--- config.mk ---
export PLATFORM = sky130hd
export DESIGN_NAME = reset_sequencer
export DESIGN_NICKNAME = d
export VERILOG_FILES = /design/src/rtl/reset_sequencer_pkg.sv /design/src/rtl/reset_sequencer_bit_sync.sv /design/src/rtl/reset_sequencer.sv
export SDC_FILE = /design/constraint.sdc
export NUM_CORES = 1
export LEC_CHECK = 0
export CORE_MARGIN = 2
export CORE_UTILIZATION = 55
export DETAILED_ROUTE_END_ITERATION = 8
export PLACE_DENSITY = 0.78
export SLEW_MARGIN = 20
export SYNTH_ARGS = -nofsm -noshare
export SYNTH_HDL_FRONTEND = slang
export SYNTH_SLANG_ARGS = --single-unit
export TNS_END_PERCENT = 20
--- constraint.sdc ---
create_clock -name clk -period 2.52 [get_ports clk]
set_input_delay 0.756 -clock clk [delete_from_list [all_inputs] [get_ports clk]]
set_output_delay 0.756 -clock clk [all_outputs]
set_load 0.05 [all_outputs]
--- src/rtl/reset_sequencer_pkg.sv ---
// Shared definitions for the reset sequencer: state encoding, debug indices and output decode.
// The debug CSR block imports the same encodings to interpret seq_state.
package reset_sequencer_pkg;

    typedef enum logic [2:0] {
        ST_WAIT_LOCK = 3'd0,
        ST_FILTER    = 3'd1,
        ST_MEM       = 3'd2,
        ST_CORE      = 3'd3,
        ST_LOADER    = 3'd4,
        ST_CPU       = 3'd5,
        ST_RUN       = 3'd6
    } seq_state_e;

    localparam logic [2:0] ST_IDX_MEM  = 3'd2;
    localparam logic [2:0] ST_IDX_RUN  = 3'd6;
    localparam int         LOSS_CNT_W  = 8;

    typedef struct packed {
        logic mem_rst_n;
        logic core_rst_n;
        logic loader_rst_n;
        logic cpu_rst_n;
        logic all_ready;
    } rst_out_t;

    // A reset is released in its own stage and every later one, so a single
    // state compare per output keeps the releases monotonic by construction.
    function automatic rst_out_t decode_outputs(input seq_state_e s);
        rst_out_t o;
        o.mem_rst_n    = (s >= ST_MEM)    && (s <= ST_RUN);
        o.core_rst_n   = (s >= ST_CORE)   && (s <= ST_RUN);
        o.loader_rst_n = (s >= ST_LOADER) && (s <= ST_RUN);
        o.cpu_rst_n    = (s >= ST_CPU)    && (s <= ST_RUN);
        o.all_ready    = (s == ST_RUN);
        return o;
    endfunction

    function automatic seq_state_e next_stage(input seq_state_e s);
        seq_state_e n;
        case (s)
            ST_MEM:    n = ST_CORE;
            ST_CORE:   n = ST_LOADER;
            ST_LOADER: n = ST_CPU;
            default:   n = ST_RUN;
        endcase
        return n;
    endfunction

endpackage

--- src/rtl/reset_sequencer_bit_sync.sv ---
// Multi-flop synchroniser for a single asynchronous level, synchronously reset to 0.
// Also reused by the downstream per-domain reset synchronisers.
module bit_sync #(
    parameter int STAGES = 2
) (
    input  logic i_clk,
    input  logic i_resetn,
    input  logic i_d,
    output logic o_q
);

    logic [STAGES-1:0] r_sync;

    always_ff @(posedge i_clk) begin
        if (!i_resetn) begin
            r_sync <= '0;
        end else begin
            // NOTE: non-blocking assignment lets every flop sample its
            // predecessor's old value, which is what makes this a shift chain.
            r_sync <= {r_sync[STAGES-2:0], i_d};
        end
    end

    assign o_q = r_sync[STAGES-1];

endmodule

--- src/rtl/reset_sequencer.sv ---
// Releases the mem, core, loader and cpu resets in order once the main PLL is
// stably locked; re-sequences on lock loss or software request.
module reset_sequencer
    import reset_sequencer_pkg::*;
#(
    parameter int SYNC_STAGES = 2,
    parameter int LOCK_FILTER = 16,
    parameter int STAGE_DELAY = 256,
    parameter int CNT_W       = 16
) (
    input  logic                  clk,
    input  logic                  resetn,
    input  logic                  pll_locked_async,
    input  logic                  sw_rst_req,
    output logic                  mem_rst_n,
    output logic                  core_rst_n,
    output logic                  loader_rst_n,
    output logic                  cpu_rst_n,
    output logic                  all_ready,
    output logic [LOSS_CNT_W-1:0] lock_loss_cnt,
    output logic [2:0]            seq_state
);

    localparam logic [CNT_W-1:0]      FILTER_LAST = CNT_W'(LOCK_FILTER - 1);
    localparam logic [CNT_W-1:0]      STAGE_LAST  = CNT_W'(STAGE_DELAY - 1);
    localparam logic [LOSS_CNT_W-1:0] LOSS_MAX    = '1;

    logic                  w_lock_s;
    seq_state_e            r_state;
    seq_state_e            w_next_state;
    logic [CNT_W-1:0]      r_cnt;
    logic [CNT_W-1:0]      w_next_cnt;
    logic                  w_lock_loss;
    rst_out_t              r_out;
    logic [LOSS_CNT_W-1:0] r_loss_cnt;

    bit_sync #(
        .STAGES (SYNC_STAGES)
    ) u_lock_sync (
        .i_clk    (clk),
        .i_resetn (resetn),
        .i_d      (pll_locked_async),
        .o_q      (w_lock_s)
    );

    always_comb begin
        // NOTE: every signal driven here gets a default first, so no path
        // through the case can leave it unassigned and infer a latch.
        w_next_state = r_state;
        w_next_cnt   = r_cnt;
        w_lock_loss  = 1'b0;

        unique case (r_state)
            ST_WAIT_LOCK: begin
                if (w_lock_s) begin
                    w_next_state = ST_FILTER;
                    w_next_cnt   = '0;
                end
            end
            ST_FILTER: begin
                // A lock drop here is treated as a glitch, not a loss event.
                if (!w_lock_s) begin
                    w_next_state = ST_WAIT_LOCK;
                    w_next_cnt   = '0;
                end else if (r_cnt == FILTER_LAST) begin
                    w_next_state = ST_MEM;
                    w_next_cnt   = '0;
                end else begin
                    w_next_cnt = r_cnt + CNT_W'(1);
                end
            end
            ST_MEM, ST_CORE, ST_LOADER, ST_CPU, ST_RUN: begin
                // Lock loss outranks a simultaneous software request.
                if (!w_lock_s) begin
                    w_next_state = ST_WAIT_LOCK;
                    w_next_cnt   = '0;
                    w_lock_loss  = 1'b1;
                end else if (sw_rst_req) begin
                    w_next_state = ST_FILTER;
                    w_next_cnt   = '0;
                end else if (r_state != ST_RUN) begin
                    if (r_cnt == STAGE_LAST) begin
                        w_next_state = next_stage(r_state);
                        w_next_cnt   = '0;
                    end else begin
                        w_next_cnt = r_cnt + CNT_W'(1);
                    end
                end
            end
            default: begin
                w_next_state = ST_WAIT_LOCK;
                w_next_cnt   = '0;
            end
        endcase
    end

    // Outputs are flopped from the next state so each reset line is a clean
    // register output, never a decode glitch of the state bits.
    always_ff @(posedge clk) begin
        if (!resetn) begin
            r_state    <= ST_WAIT_LOCK;
            r_cnt      <= '0;
            r_out      <= '0;
            r_loss_cnt <= '0;
        end else begin
            r_state <= w_next_state;
            r_cnt   <= w_next_cnt;
            r_out   <= decode_outputs(w_next_state);
            if (w_lock_loss && (r_loss_cnt != LOSS_MAX)) begin
                r_loss_cnt <= r_loss_cnt + LOSS_CNT_W'(1);
            end
        end
    end

    assign mem_rst_n     = r_out.mem_rst_n;
    assign core_rst_n    = r_out.core_rst_n;
    assign loader_rst_n  = r_out.loader_rst_n;
    assign cpu_rst_n     = r_out.cpu_rst_n;
    assign all_ready     = r_out.all_ready;
    assign lock_loss_cnt = r_loss_cnt;
    assign seq_state     = r_state;

endmodule

==> metrics.md, run 1 <==
| Metric | Value |
|---|---|
| Worst reg-to-reg setup slack | `between 0.4 and 0.5 ns` |
| Layout Cells excl Fill | `about 260` |
| Logic pwr share | `3.9%` |
| Clock transition at path regs | `~0.10 ns` |
| Most frequent cells in the layout | `dfxtp_1, nor2_1, clkdlybuf4s50_1` |
| Syn nets | `200` |
| Std-Cell Rows | `20` |
| Total gr overflow | `0` |
| Initial Util | `about 58%` |
| Setup CP Type | `register to output pin` |
| Boundary Pins | `20` |
| Pre-antenna DRT Iters | `4` |
| Peak supply drop | `~370 uV` |
| Layout cell share with drive strength beyond 1 | `approximately 16%` |
| RSZ-0062 raised after global routing | `no` |
| Achievable Freq | `~420 MHz` |
| GRT Total Usage | `roughly 23%` |
| Worst Reg-to-Reg Cells | `6` |
| Flip-flop and latch count after synthesis | `34` |
| Hold Path Class | `register to register` |
| Largest net degree at the start of global routing | `14` |
| Max-cap viol count | `0` |
| Ys flop type | `dfxtp_1` |
| DP HPWL | `approximately 2.6 mm` |
| Final wirelength | `approximately 3.6 mm` |
| P&R area growth vs syn | `18.2%` |
| Status | `finished, final reports clean` |
| Max-slew headroom | `roughly 64%` |
| Final setup viols | `0` |
| Placed Cells | `between 200 and 300` |
| Vias/cell | `5.39` |
| CTS Buffer Depth | `2` |
| # diodes | `0` |
| Vias in the first global route | `roughly 1400` |
| Die Span Y | `60.4 um` |
| Antenna-violating nets left | `0` |
| TNS Setup | `0 ns` |
| Slowest cell delay on critical path | `~0.84 ns` |
| Switching pwr | `about 210 uW` |
| Crit path max fanout | `6` |
| Most common cell after layout, fill and taps aside | `dfxtp_1` |
| GP Congestion | `about 0.84` |
| Crit-path slowest cell | `clkdlybuf4s50_1` |
| Final #Nets | `between 200 and 250` |
| Num Clock Sinks | `34` |
| Cell count after synthesis | `between 150 and 200` |
| Synth Area per Inst | `9.02 um2` |
| Reg2reg end | `r_cnt[4]$_SDFFE_PN0P_` |
| Worst Max-Slew Pin Slew | `0.547 ns` |
| Critical path arrival | `between 1.5 and 2 ns` |
| Hold Fails Final Rpt | `0` |
| Worst EP required | `between 1.5 and 2 ns` |
| Worst-path cell chain | `clkdlybuf4s50_1` |
| Crit share post-route | `a little over nine tenths` |
| Switching portion of total power | `around 22%` |
| First-pass GRT wire length | `a little over 6 mm` |
| Clock Power Share | `39.2%` |
| Setup Buffers After CTS | `0` |
| CTS tree | `done` |
| Register share of total power | `between 50% and 60%` |
| Sequential cell area fraction in the yosys report | `just under 40%` |
| Hold Startpoint | `u_lock_sync.r_sync[0]$_SDFF_PN0_` |
| Worst setup EP type | `output pin` |
| Crit-path leading delay family | `buffers and inverters` |
| Num CTS Buffers | `5` |
| Hold Path Depth | `1` |
| Skew-Pair Late Insertion Delay | `roughly 0.35 ns` |
| H-tree levels | `2` |
| Worst Hold End | `u_lock_sync.r_sync[1]$_SDFF_PN0_` |
| Synth unique cells | `48` |
| R2r startpoint | `r_cnt[0]$_SDFFE_PN0P_` |
| Initial antenna violation count | `0` |
| PortBufs | `19` |
| DR iter-0 viols | `~100` |
| Via count | `roughly 1400` |
| WP buf/inv | `1` |
| Synth Cell Area | `0.00175 mm2` |
| Die W | `60.4 um` |
| Leak | `about 0.8 nW` |
| Wirelength per Cell | `13.5 um` |
| Slew Limit Fails | `0` |
| Die area | `about 0.0036 mm2` |
| Pint | `roughly 740 uW` |
| Worst Skew | `approximately 0.010 ns` |
| Root Driver | `clkbuf_4` |
| Post-route DRC violation count | `0` |
| Core area | `a little over 0.003 mm2` |
| Final min period | `2.37 ns` |
| PwrDens | `459 mW/mm2` |
| Startpoint Class | `register` |
| Async S/R FF share, synth | `0%` |
| YS warnings | `0` |
| EDFF count, synth | `0` |
==> through the flow <==
step	worst slack, ns	cell area, um2	power [mW]	util, %	hold WS, ns
floorplan	0.538	1750	0.577	-	0.412
global placement	0.0938	1980	0.589	65.5	0.416
detailed placement	0.0161	1980	0.590	65.5	0.440
CTS	0.0344	2060	0.958	68.1	0.464
global route	0.0919	2070	0.985	68.3	0.477
finish	0.146	2070	0.950	68.3	0.457
==> power by group through the flow <==
stage          Sequential [mW]  Combinational (mW)  Clock, mW
5_1_grt                  0.541              0.0405      0.404
4_1_cts                  0.541              0.0373      0.380
6_report                 0.541              0.0371      0.372
3_3_place_gp             0.553              0.0356          0
2_1_floorplan            0.554              0.0227          0
3_5_place_dp             0.553              0.0372          0
==> final cells by class <==
| cell class | instances | area (um2) |
|---|---|---|
| Clock buffer | 8 | 78.8 |
| Fill cell | 251 | 960 |
| Timing Repair Buffer | 27 | 255 |
| Multi-Input combinational cell | 142 | 968 |
| Tap cell | 44 | 55.1 |
| Inverter | 8 | 30.0 |
| Sequential cell | 34 | 681 |
==> worst max path at each step <==
stage / start / endpoint / depth (start not counted)
final: lock_loss_cnt[2]$_SDFFE_PN0P_ / lock_loss_cnt[2] / 1
after global routing: lock_loss_cnt[2]$_SDFFE_PN0P_ / lock_loss_cnt[2] / 1
after CTS: seq_state[2]$_SDFF_PN0_ / seq_state[2] / 1
after detailed placement: sw_rst_req / core_rst_n$_SDFF_PN0_ / 5
after global placement: sw_rst_req / cpu_rst_n$_SDFF_PN0_ / 5
after floorplan: sw_rst_req / cpu_rst_n$_SDFF_PN0_ / 5
==> state kept, by name (all words and copies together), names as in the netlist <==
name and cells:
cpu_rst_n 1, mem_rst_n 1, loader_rst_n 1, r_cnt 16, seq_state 3, core_rst_n 1, lock_loss_cnt 8, all_ready 1
u_lock_sync.r_sync 2
==> layer usage <==
layer,share of wire (%),vias to the layer above,global-route usage (%)
met5,0,-,0
met4,2.0,0,11.5
met3,2.6,8,5.76
met2,48,19,36.8
met1,47,657,28.1
li1,-,734,-
==> Yosys cell counts, drive strengths merged (2+ instances only) <==
cell	number	area (um2)
a21oi	11	73.8
nand2b	2	12.5
xor2	12	105
nand3b	2	15.0
and4	4	37.5
dfxtp	34	681
or4	2	18.8
o211ai	3	22.5
xnor2	3	26.3
o31ai	2	15.0
or3	5	36.3
o21ai	4	23.8
ha	2	25.0
nand3	8	52.6
clkbuf	2	7.51
nor2b	3	18.8
nand4	11	68.8
and2	5	31.3
and3	6	37.5
buf	8	63.8
inv	8	30.0
nand2	13	48.8
nor4	4	55.1
nor2	25	96.4
nand4b	2	17.5
nor3	4	35.0
==> cells by family (layout without fill, tap and decap cells) <==
kind of cell,after synthesis,after routing,share of synthesized area (%)
XOR/XNOR,15,15,7.51
AO/OA/AOI/OAI,28,28,12.3
AND/OR/NAND/NOR,97,97,34.1
flip-flops,34,34,38.9
buffers and inverters,18,43,5.79
adder cells (fa/ha/maj),2,2,1.43
==> timing repair <==
action                     4_1_cts  5_1_grt
setup endpoints to repair        0        2
hold buffers                     0        0
gates resized for setup          0        2
No activity file was read; power rests on OpenSTA's default activity.
==> inputs of run 2 (changes only) <==
--- a/config.mk
+++ b/config.mk
@@ -7,6 +7,7 @@
 export LEC_CHECK = 0
 export CORE_MARGIN = 2
 export CORE_UTILIZATION = 55
+export CTS_BUF_LIST = sky130_fd_sc_hd__clkbuf_8
 export DETAILED_ROUTE_END_ITERATION = 8
 export PLACE_DENSITY = 0.78
 export SLEW_MARGIN = 20
==> metrics.md, run 2 (synthesis gave the netlist of run 1 again) <==
| Metric | Value |
|---|---|
| Final #Nets | `224` |
| Achievable Freq | `between 400 and 500 MHz` |
| Antenna-violating nets left | `0` |
| CTS tree | `done` |
| DR iter-0 viols | `90` |
| CTS Buffer Depth | `2` |
| Most frequent cells in the layout | `dfxtp_1, nor2_1, clkdlybuf4s50_1` |
| Num CTS Buffers | `5` |
| Worst reg-to-reg setup slack | `between 0.4 and 0.5 ns` |
| Peak supply drop | `409 uV` |
| Leak | `roughly 0.76 nW` |
| Slowest cell delay on critical path | `roughly 0.87 ns` |
| Initial Util | `roughly 58%` |
| Final wirelength | `around 3.6 mm` |
| Register share of total power | `a little over 50%` |
| Die Span Y | `60.4 um` |
| Clock Power Share | `44.6%` |
| GRT Total Usage | `a little under a quarter` |
| Wirelength per Cell | `about 14 um` |
| Worst setup EP type | `output pin` |
| Status | `finished, final reports clean` |
| Hold Startpoint | `u_lock_sync.r_sync[0]$_SDFF_PN0_` |
| Boundary Pins | `20` |
| Final Core Density | `69.2%` |
| Clock transition at path regs | `~0.060 ns` |
| Most common cell after layout, fill and taps aside | `dfxtp_1` |
| WP buf/inv | `1` |
| Worst Max-Slew Pin Slew | `approximately 0.55 ns` |
| R2r startpoint | `r_cnt[0]$_SDFFE_PN0P_` |
| CTS resizes | `0` |
| Worst Reg-to-Reg Cells | `6` |
| Largest net degree at the start of global routing | `14` |
| Worst-path cell chain | `clkdlybuf4s50_1` |
| Max reg flops | `16` |
| Pint | `just over 800 uW` |
| Switching portion of total power | `between 20 and 25%` |
| GP Congestion | `about 0.84` |
| Core area | `between 0.003 and 0.004 mm2` |
| Pre-antenna DRT Iters | `4` |
| Hold Path Class | `register to register` |
| Die W | `about 60 um` |
| Num Clock Sinks | `34` |
| Switching pwr | `between 200 and 250 uW` |
| Startpoint Class | `register` |
| RSZ-0062 raised after global routing | `no` |
| Worst Skew | `between 0.003 and 0.004 ns` |
| H-tree levels | `2` |
| P&R area growth vs syn | `19.7%` |
| Vias in the first global route | `roughly 1400` |
| Crit share post-route | `between 90% and 100%` |
| Reg2reg end | `r_cnt[4]$_SDFFE_PN0P_` |
| # diodes | `0` |
| Final min period | `2.41 ns` |
| Setup Buffers After CTS | `0` |
| Max-slew headroom | `63.6%` |
| Hold Path Depth | `1` |
| PwrDens | `between 400 and 500 mW/mm2` |
| Worst Hold End | `u_lock_sync.r_sync[1]$_SDFF_PN0_` |
| Std-Cell Rows | `20` |
| Max-cap viol count | `0` |
| Root Driver | `clkbuf_8` |
| Slew Limit Fails | `0` |
| Top reg by flops | `r_cnt` |
| TNS Setup | `0 ns` |
| Layout cell share with drive strength beyond 1 | `between 15 and 20%` |
| Crit-path slowest cell | `clkdlybuf4s50_1` |
| Crit path max fanout | `10` |
| Crit-path leading delay family | `buffers and inverters` |
| Hold_buf cts | `0` |
| Setup CP Type | `register to output pin` |
| Post-route DRC violation count | `0` |
| DP HPWL | `between 2 and 3 mm` |
| Final setup viols | `0` |
| First-pass GRT wire length | `slightly above 6 mm` |
| Hold Fails Final Rpt | `0` |
| Via count | `between 1000 and 1500` |
| Skew-Pair Late Insertion Delay | `between 0.2 and 0.3 ns` |
| Vias/cell | `5.40` |
| Initial antenna violation count | `0` |
| Die area | `about 0.0036 mm2` |
| Logic pwr share | `between 3 and 4%` |
| PortBufs | `19` |
| Critical path arrival | `between 1.5 and 2 ns` |
| Total gr overflow | `0` |
| Worst EP required | `1.76 ns` |
==> run 2: cell type report <==
cell class	count	area (um2)
Timing Repair Buffer	27	250
Sequential cell	34	681
Inverter	8	30.0
Clock buffer	8	110
Fill cell	248	933
Multi-Input combinational cell	142	968
Tap cell	44	55.1
==> run 2: power groups by stage <==
stage	clock network (mW)	logic (mW)	registers, mW
floorplan	0	0.0227	0.554
global placement	0	0.0356	0.553
detailed placement	0	0.0372	0.553
CTS	0.474	0.0374	0.541
global route	0.495	0.0407	0.541
finish	0.466	0.0371	0.541
==> run 2: worst max-delay path by stage <==
| stage | startpoint | end | slack, ns | cells after the start |
|---|---|---|---|---|
| 6_report | seq_state[2]$_SDFF_PN0_ | seq_state[2] | 0.11 | 1 |
| 5_1_grt | seq_state[2]$_SDFF_PN0_ | seq_state[2] | 0.04 | 1 |
| 4_1_cts | seq_state[2]$_SDFF_PN0_ | seq_state[2] | 0.11 | 1 |
| 3_5_place_dp | sw_rst_req | core_rst_n$_SDFF_PN0_ | 0.02 | 5 |
| 3_3_place_gp | sw_rst_req | cpu_rst_n$_SDFF_PN0_ | 0.09 | 5 |
| 2_1_floorplan | sw_rst_req | cpu_rst_n$_SDFF_PN0_ | 0.54 | 5 |
==> run 2: per-stage QoR <==
step / setup WS, ns / cell area, um2 / cells / hold WS [ns] / power, mW
2_1_floorplan: 0.538 / 1750 / 194 / 0.412 / 0.577
3_3_place_gp: 0.0938 / 1980 / 255 / 0.416 / 0.589
3_5_place_dp: 0.0161 / 1980 / 255 / 0.440 / 0.590
4_1_cts: 0.105 / 2090 / 263 / 0.455 / 1.05
5_1_grt: 0.0448 / 2090 / 263 / 0.466 / 1.08
6_report: 0.114 / 2090 / 263 / 0.450 / 1.04
==> run 2: layer usage <==
metal	global-route usage, %	share of wire, %
met1	28.8	47
met2	37.3	48
met3	5.33	3.2
met4	9.94	1.8
met5	0	0
==> inputs of run 3 (changes only) <==
--- a/config.mk
+++ b/config.mk
@@ -6,12 +6,12 @@
 export NUM_CORES = 1
 export LEC_CHECK = 0
 export CORE_MARGIN = 2
-export CORE_UTILIZATION = 55
-export CTS_BUF_LIST = sky130_fd_sc_hd__clkbuf_8
+export CORE_UTILIZATION = 57
+export CTS_BUF_LIST = sky130_fd_sc_hd__clkbuf_4 sky130_fd_sc_hd__clkbuf_8
 export DETAILED_ROUTE_END_ITERATION = 8
-export PLACE_DENSITY = 0.78
+export PLACE_DENSITY = 0.81
 export SLEW_MARGIN = 20
 export SYNTH_ARGS = -nofsm -noshare
 export SYNTH_HDL_FRONTEND = slang
 export SYNTH_SLANG_ARGS = --single-unit
-export TNS_END_PERCENT = 20
+export TNS_END_PERCENT = 30
==> metrics.md, run 3 (synthesis gave the netlist of run 1 again) <==
| Metric | Value |
|---|---|
| Achievable Freq | `409 MHz` |
| Startpoint Class | `register` |
| Setup CP Type | `register to output pin` |
| Clock transition at path regs | `around 0.090 ns` |
| Root Driver | `clkbuf_4` |
| Most frequent cells in the layout | `dfxtp_1, nor2_1, clkdlybuf4s50_1` |
| First-pass GRT wire length | `6.26 mm` |
| Worst EP required | `roughly 1.8 ns` |
| Boundary Pins | `20` |
| CTS Buffer Depth | `2` |
| Crit share post-route | `a little over nine tenths` |
| Vias in the first global route | `approximately 1500` |
| Skew-Pair Late Insertion Delay | `0.34 ns` |
| Core area | `approximately 0.003 mm2` |
| Vias/cell | `a little under 6` |
| Total power | `just under 900 uW` |
| DP HPWL | `2.62 mm` |
| Slew Limit Fails | `0` |
| P&R area growth vs syn | `15.3%` |
| Initial antenna violation count | `0` |
| Final setup viols | `0` |
| Crit-path leading delay family | `buffers and inverters` |
| Std-Cell Rows | `20` |
| Crit-path slowest cell | `clkdlybuf4s50_1` |
| Leak | `between 0.7 and 0.8 nW` |
| GRT Total Usage | `roughly a quarter` |
| H-tree levels | `2` |
| Hold Fails Final Rpt | `0` |
| Final #Nets | `about 220` |
| FILL cells | `around 250` |
| Via count | `roughly 1500` |
| Worst Skew | `roughly 0.011 ns` |
| # diodes | `0` |
| Max-cap viol count | `0` |
| RSZ-0062 raised after global routing | `no` |
| CTS tree | `done` |
| Dpl ws | `0.0100 ns` |
| Die Span Y | `between 50 and 60 um` |
| Antenna-violating nets left | `0` |
| PwrDens | `about 430 mW/mm2` |
| Slowest cell delay on critical path | `between 0.8 and 0.9 ns` |
| Worst Max-Slew Pin Slew | `roughly 0.57 ns` |
| Min Hold Slack | `0.444 ns` |
| TNS Setup | `0 ns` |
| Post-route DRC violation count | `0` |
| Worst-path cell chain | `clkdlybuf4s50_1` |
| Die W | `between 50 and 60 um` |
| Num Clock Sinks | `34` |
| Die area | `around 0.0035 mm2` |
| Layout Cells excl Fill | `250` |
| Wirelength per Cell | `around 15 um` |
| Worst setup EP type | `output pin` |
| Total gr overflow | `0` |
| Max-slew headroom | `just over 60%` |
| Setup ws final | `slightly below 0.08 ns` |
| PortBufs | `19` |
| Crit path max fanout | `9` |
| WP buf/inv | `1` |
| Max reg flops | `16` |
| Hold Path Class | `register to register` |
| Placed Cells | `approximately 240` |
| Status | `finished, final reports clean` |
| Largest net degree at the start of global routing | `14` |
| Final min period | `approximately 2.4 ns` |
| Critical path arrival | `1.69 ns` |
| DR iter-0 viols | `between 50 and 60` |
| Top reg by flops | `r_cnt` |
| Initial Util | `58.8%` |
| Most common cell after layout, fill and taps aside | `dfxtp_1` |
| Num CTS Buffers | `5` |
| Pre-antenna DRT Iters | `4` |
| Peak supply drop | `274 uV` |
| GP Congestion | `around 0.86` |
| Final wirelength | `between 3 and 4 mm` |
| Hold_buf cts | `0` |
| Layout cell share with drive strength beyond 1 | `approximately 16%` |
## run 3: cell types whose count changed in the layout (fill, tap and decap cells not counted)
| cell | delta |
|---|---|
| dlymetal6s2s_1 | +1 |
| clkbuf_8 | -8 |
| clkbuf_4 | +7 |
| clkdlybuf4s50_1 | -1 |
| buf_4 | -1 |
## run 3: metrics by stage
stage               utilization (%)  area [um2]
finish                         67.8        2020
global route                   67.8        2020
CTS                            67.7        2020
detailed placement             65.9        1960
global placement               65.9        1960
floorplan                         -        1750
## run 3: layout make-up
| type | instances | area [um2] | share of cell area [%] |
|---|---|---|---|
| multi-input cells | 142 | 968 | 48.0 |
| flip-flops and latches | 34 | 681 | 33.7 |
| repair buffers | 26 | 245 | 12.2 |
| clock buffers | 7 | 52.6 | 2.60 |
| well taps | 33 | 41.3 | 2.05 |
| inverters | 8 | 30.0 | 1.49 |
## run 3: path summary, 6_finish.rpt
check	startpoint	endpoint	slack, ns	depth (start not counted)
setup / recovery	seq_state[1]$_SDFF_PN0_	seq_state[1]	0.08	1
hold / removal	u_lock_sync.r_sync[0]$_SDFF_PN0_	u_lock_sync.r_sync[1]$_SDFF_PN0_	0.44	1
setup reg to reg	r_cnt[0]$_SDFFE_PN0P_	r_cnt[7]$_SDFFE_PN0P_	0.40	6
hold reg to reg	u_lock_sync.r_sync[0]$_SDFF_PN0_	u_lock_sync.r_sync[1]$_SDFF_PN0_	0.44	1
## run 3: what timing repair did
item | 4_1_cts | 5_1_grt
gates resized for setup | 0 | 1
endpoints found under the setup margin | 0 | 1
setup buffers | 0 | 0
## run 3: per-layer routing
| metal | wire (um) | part of all wire [%] | global-route usage (%) | vias up |
|---|---|---|---|---|
| met1 | 1690 | 46 | 28.1 | 704 |
| met5 | 0 | 0 | 0 | - |
| li1 | - | - | - | 734 |
| met3 | 180 | 4.9 | 6.11 | 8 |
| met2 | 1780 | 48 | 37.5 | 44 |
| met4 | 53 | 1.4 | 13.6 | 0 |
## run 3: power by group
group | total, mW | internal (mW) | leakage, nW | switching [mW]
logic | 0.0373 | 0.0144 | 0.445 | 0.0229
registers | 0.541 | 0.539 | 0.274 | 0.00181
clock network | 0.298 | 0.127 | 0.0322 | 0.171
total | 0.876 | 0.680 | 0.751 | 0.196
